--- src/rtl/regfile_read_ctrl.sv ---
// rtl/regfile_read_ctrl.sv - register file read ports and debug dump engine (optional REGREAD_FWD_EN write bypass)
module regfile_read_ctrl #(
    parameter int DATA_WIDTH = 32,
    parameter int ADDR_WIDTH = 5
) (
    input  logic                                    clk,
    input  logic                                    reset,
    input  logic [(2**ADDR_WIDTH)*DATA_WIDTH-1:0]   regs_flat,
    input  logic                                    wr_en,
    input  logic [ADDR_WIDTH-1:0]                   wr_sel,
    input  logic [DATA_WIDTH-1:0]                   wr_data,
    input  logic [ADDR_WIDTH-1:0]                   rd_addr1,
    input  logic [ADDR_WIDTH-1:0]                   rd_addr2,
    output logic [DATA_WIDTH-1:0]                   rd_data1,
    output logic [DATA_WIDTH-1:0]                   rd_data2,
    input  logic                                    dump_start,
    input  logic                                    dump_ready,
    output logic                                    dump_valid,
    output logic [ADDR_WIDTH-1:0]                   dump_idx,
    output logic [DATA_WIDTH-1:0]                   dump_data,
    output logic                                    dump_busy,
    output logic                                    dump_done
);

    localparam logic [ADDR_WIDTH-1:0] LAST_IDX = '1;

    typedef enum logic [1:0] {
        IDLE = 2'd0,
        SEND = 2'd1,
        DONE = 2'd2
    } state_t;

    state_t state;
    state_t state_nxt;

    logic [ADDR_WIDTH-1:0] next_idx;
    logic [DATA_WIDTH-1:0] next_data;

    // Shared read function: x0 is hardwired to zero, optional same-cycle write bypass
    function automatic logic [DATA_WIDTH-1:0] read_reg(input logic [ADDR_WIDTH-1:0] addr);
        logic [DATA_WIDTH-1:0] val;
        if (addr == '0) begin
            val = '0;
        end
`ifdef REGREAD_FWD_EN
        else if (wr_en && (wr_sel == addr)) begin
            val = wr_data;
        end
`endif
        else begin
            val = regs_flat[addr*DATA_WIDTH +: DATA_WIDTH];
        end
        return val;
    endfunction

`ifndef REGREAD_FWD_EN
    // Write-path inputs only matter when the bypass is built in
    logic unused_wr;
    assign unused_wr = ^{wr_en, wr_sel, wr_data};
`endif

    assign rd_data1  = read_reg(rd_addr1);
    assign rd_data2  = read_reg(rd_addr2);
    assign next_idx  = dump_idx + 1'b1;
    assign next_data = read_reg(next_idx);

    assign dump_valid = (state == SEND);
    assign dump_busy  = (state != IDLE);
    assign dump_done  = (state == DONE);

    // State register; reset aborts any dump in progress
    always_ff @(posedge clk) begin
        if (reset) begin
            state <= IDLE;
        end else begin
            state <= state_nxt;
        end
    end

    // Next-state: start only sampled in IDLE, leave SEND once beat 31 is accepted
    always_comb begin
        state_nxt = state;
        case (state)
            IDLE:    if (dump_start) state_nxt = SEND;
            SEND:    if (dump_ready && (dump_idx == LAST_IDX)) state_nxt = DONE;
            DONE:    state_nxt = IDLE;
            default: state_nxt = IDLE;
        endcase
    end

    // Beat capture: index/data only move on accept, so a stalled beat stays a snapshot
    always_ff @(posedge clk) begin
        if (reset) begin
            dump_idx  <= '0;
            dump_data <= '0;
        end else begin
            case (state)
                IDLE: begin
                    if (dump_start) begin
                        dump_idx  <= '0;
                        dump_data <= read_reg('0);
                    end
                end
                SEND: begin
                    if (dump_ready) begin
                        if (dump_idx != LAST_IDX) begin
                            dump_idx  <= next_idx;
                            dump_data <= next_data;
                        end else begin
                            dump_idx  <= '0;
                            dump_data <= '0;
                        end
                    end
                end
                default: begin
                    dump_idx  <= dump_idx;
                    dump_data <= dump_data;
                end
            endcase
        end
    end

endmodule

--- config.mk ---
export PLATFORM = sky130hd
export DESIGN_NAME = regfile_read_ctrl
export DESIGN_NICKNAME = d
export VERILOG_FILES = /design/src/rtl/regfile_read_ctrl.sv
export SDC_FILE = /design/constraint.sdc
export NUM_CORES = 1
export LEC_CHECK = 0
export BUFFER_PORTS_ARGS = -buffer_cell sky130_fd_sc_hd__buf_2
export CAP_MARGIN = 20
export CORE_AREA = 2 2 457 459
export CTS_CLUSTER_DIAMETER = 50
export DETAILED_ROUTE_END_ITERATION = 7
export DIE_AREA = 0 0 459 461
export PLACE_DENSITY = 0.3
export SYNTH_ARGS = -nofsm -noshare
export SYNTH_HDL_FRONTEND = slang
export SYNTH_SLANG_ARGS = --single-unit
--- constraint.sdc ---
create_clock -name clk -period 2.9 [get_ports clk]
set_input_delay 0.435 -clock clk [delete_from_list [all_inputs] [get_ports clk]]
set_output_delay 0.435 -clock clk [all_outputs]
set_load 0.02 [all_outputs]
==> out/metrics.json <==
{
  "timing": {
    "layout_worst_path_cycle_share_pct": 105,
    "final-setup-viol-count": 26,
    "setup_tns_ns": -1.90,
    "timing.slew.headroom_pct": 49.3,
    "worst_clock_skew_ns": 0.0195,
    "unrepaired_setup_endpoints_after_global_routing": "true",
    "max_clock_freq_mhz": 327,
    "worst_pin_slew_ns": 0.760,
    "max_slew_violation_total_from_the_final_report": 0,
    "hold_violations": 0,
    "finalCriticalPeriod_ns": 3.05,
    "finalWorstSetupSlack_ns": -0.155,
    "hold-worst-slack_ns": 0.386
  },
  "worst_setup_path": {
    "critical_path.max_fanout": 7,
    "worstSetupStartpoint": "rd_addr1[0]",
    "worstPathRequired_ns": 2.47,
    "startpoint_type": "input port",
    "worst-r2r-setup-slack_ns": 0.04,
    "worstReg2RegEnd": "dump_data[1]",
    "rr_startpoint": "dump_idx[0]",
    "worst-endpoint-arrival_ns": 2.62,
    "worstSetupEndpointType": "output port",
    "worstRegToRegCells": 13,
    "timing.setup.critical_path_class": "input port to output port"
  },
  "global_route": {
    "grt_antenna_before_repair": 305,
    "pin_count_of_the_biggest_net_entering_global_routing": 42,
    "gr-usage-met1_pct": 34.9,
    "first_global_vias": 33154,
    "groute.layer.met3.usage_pct": 7.90,
    "grt_first_pass_wirelength_um": 354000,
    "globalRouteOverflowTotal": 0,
    "grt_use_total_pct": 25.3,
    "use_met2_pct": 37.5,
    "globalRoute.busiestLayer": "met2"
  },
  "place": {
    "gp_congestion": 0.936,
    "port-buffer-count": 1141,
    "place_area_sq_mm": 0.0394,
    "half_perimeter_wire_length_after_detailed_placement_um": 236000
  },
  "cts": {
    "cts_buffers": 5,
    "cts.sink_count": 39,
    "htreeDepth": 2,
    "clock_path_buffers": 2,
    "cts_tree": "built",
    "clock_tree.root_cell": "clkbuf_16",
    "clk-insertion-delay-late_ns": 0.34,
    "worst_setup_hold_path_clk_slew_ns": 0.10
  },
  "die": {
    "design.die.area_sq_mm": 0.212,
    "initial_core_util_pct": 12.8,
    "die_height_um": 461,
    "io_pins": 1180,
    "row_count": 167,
    "core_area_sq_mm": 0.206,
    "chipWidth_um": 459
  },
  "power_and_ir_drop": {
    "p_total_w": 0.00992,
    "p_leak_nw": 17.0,
    "powerDensity_mw_per_mm2": 227,
    "irDropWorstVdd_mv": 0.264
  },
  "logic_synthesis": {
    "synthFlopType": "dfxtp_1",
    "top_post_synthesis_cells_by_area": "mux4_2, mux2i_1, nand2_1",
    "synth_top_area_cell": "mux4_2",
    "netlist_instances": 2491,
    "number_of_synthesized_flops_with_an_enable_pin": 0,
    "yosysWarnings": 0,
    "synth.net_count": 3570,
    "netlist.area_leader.share_pct": 53.5,
    "synth_area_per_cell_sq_um": 10.6,
    "yosys_register_bits": 39,
    "synth-async-reset-ratio_pct": 0,
    "mappedNetlistArea_sq_mm": 0.0264,
    "synth_cell_type_count": 45,
    "synth_seq_area_share_pct": 2.95
  },
  "layout": {
    "finish.utilization_pct": 21.2,
    "finalInstanceArea_sq_mm": 0.0437,
    "ratio_of_cells_with_drive_above_1_in_the_final_layout_pct": 69.3,
    "design.final.nets": 5013,
    "syn_to_final_growth_pct": 65.4
  },
  "drt": {
    "dr_total_vias": 34736,
    "drt-total-wl_um": 283000,
    "via_per_inst": 5.15,
    "avgRoutedWirePerCell_um": 41.9,
    "route.detailed.drc": 0,
    "dr.first_iter.drc_count": 3943,
    "drt_pass1_iterations": 5,
    "ant_nets": 0
  },
  "status": {
    "violations": "setup timing",
    "outcome": "finished, violations left"
  },
  "hold_path": {
    "hold_path_depth": 3,
    "hold_path_class": "input port to flip-flop",
    "hold_path_end": "state[1]",
    "worstHoldStart": "dump_ready"
  },
  "job": {
    "cap_violations": 0
  }
}
-- report_power, final --
group,total (W),switching [W],internal [W]
sequential,0.000576,0.0000183,0.000558
combinational,0.00855,0.00456,0.00399
clock,0.000792,0.000381,0.000411
-- state kept, by name (all words and copies together), names as in the netlist --
name / count
state: 2
dump_idx: 5
dump_data: 32
-- Yosys cell counts, types with 2 or more instances --
cell      number
a211o_1        6
a211oi_1     121
a21boi_0      31
a21oi_1       69
a221oi_1       6
a22o_1        31
a22oi_1       31
a311oi_1      31
a31oi_1       63
a32o_1         3
a32oi_1       32
and2_1        32
buf_1         27
buf_2        117
buf_4         39
buf_6          4
clkbuf_1     141
dfxtp_1       39
ha_1           3
inv_1          2
mux2_2        93
mux2i_1      235
mux4_2       628
nand2_1      370
nand3_1      103
nor2_1        28
nor2b_1       38
nor3_1        36
o21ai_0       41
o21ai_1       34
o221ai_1      25
o22ai_1       18
or2_2          2
-- area by class of cell --
type	count	area [sq um]
fillers	22737	163000
multi-input cells	2121	25900
repair buffers	1765	13300
well taps	2704	3380
flip-flops and latches	39	786
diodes	111	278
clock buffers	5	125
clock inverters	3	43.8
inverters	2	7.51
-- worst max-delay path by stage --
stage | to | cells after the start | slack (ns)
floorplan | rd_data2[24] | 8 | 0.19
detailed placement | rd_data1[20] | 9 | -0.49
global placement | rd_data1[20] | 9 | -0.48
global route | rd_data1[25] | 9 | -0.15
finish | rd_data1[2] | 8 | -0.15
CTS | rd_data1[28] | 9 | -0.13
-- stage by stage --
step / std cells / setup WS, ns
2_1_floorplan: 2491 / 0.194
3_3_place_gp: 6515 / -0.478
3_5_place_dp: 6515 / -0.489
4_1_cts: 6604 / -0.134
5_1_grt: 6690 / -0.152
6_report: 6750 / -0.155
-- critical path: stages --
cell     delay (ns)
buf_16         0.17
buf_4          0.18
buf_16         0.16
mux4_2         0.52
mux4_2         0.61
o21ai_4        0.24
nor3_2         0.11
buf_2          0.18
-- timing repair --
| item | 4_1_cts | 5_1_grt |
|---|---|---|
| endpoints found under the setup margin | 91 | 87 |
| setup buffers | 69 | 39 |
| gates cloned | 15 | 7 |
| resized for setup | 335 | 196 |
| hold buffers | 0 | 0 |
| pin swaps | 55 | 76 |
-- cells by family after synthesis --
logic type | after synthesis | share of synthesized area, %
buffers and inverters | 331 | 5.92
and+or+nand+nor | 616 | 10.2
xor gates and xnor gates | 3 | 0.156
adders and majority gates | 3 | 0.142
muxes | 956 | 66.3
DFF | 39 | 2.95
AOI/OAI and AO/OA | 543 | 14.3
-- cells in the final DEF (no fill, tap or decap), types with 82 or more instances in the layout --
cell	n
buf_12	115
buf_2	1078
buf_4	433
buf_6	82
diode_2	111
mux2_2	85
mux2i_1	232
mux4_2	628
nand2_1	367
nand3_1	102
-- layer usage --
layer	wire, um	vias up
met5	1130	-
met4	9410	174
met3	26400	519
met2	121000	2241
met1	124000	18204
li1	-	13598
Note: power is estimated with default switching activity, not from simulation.
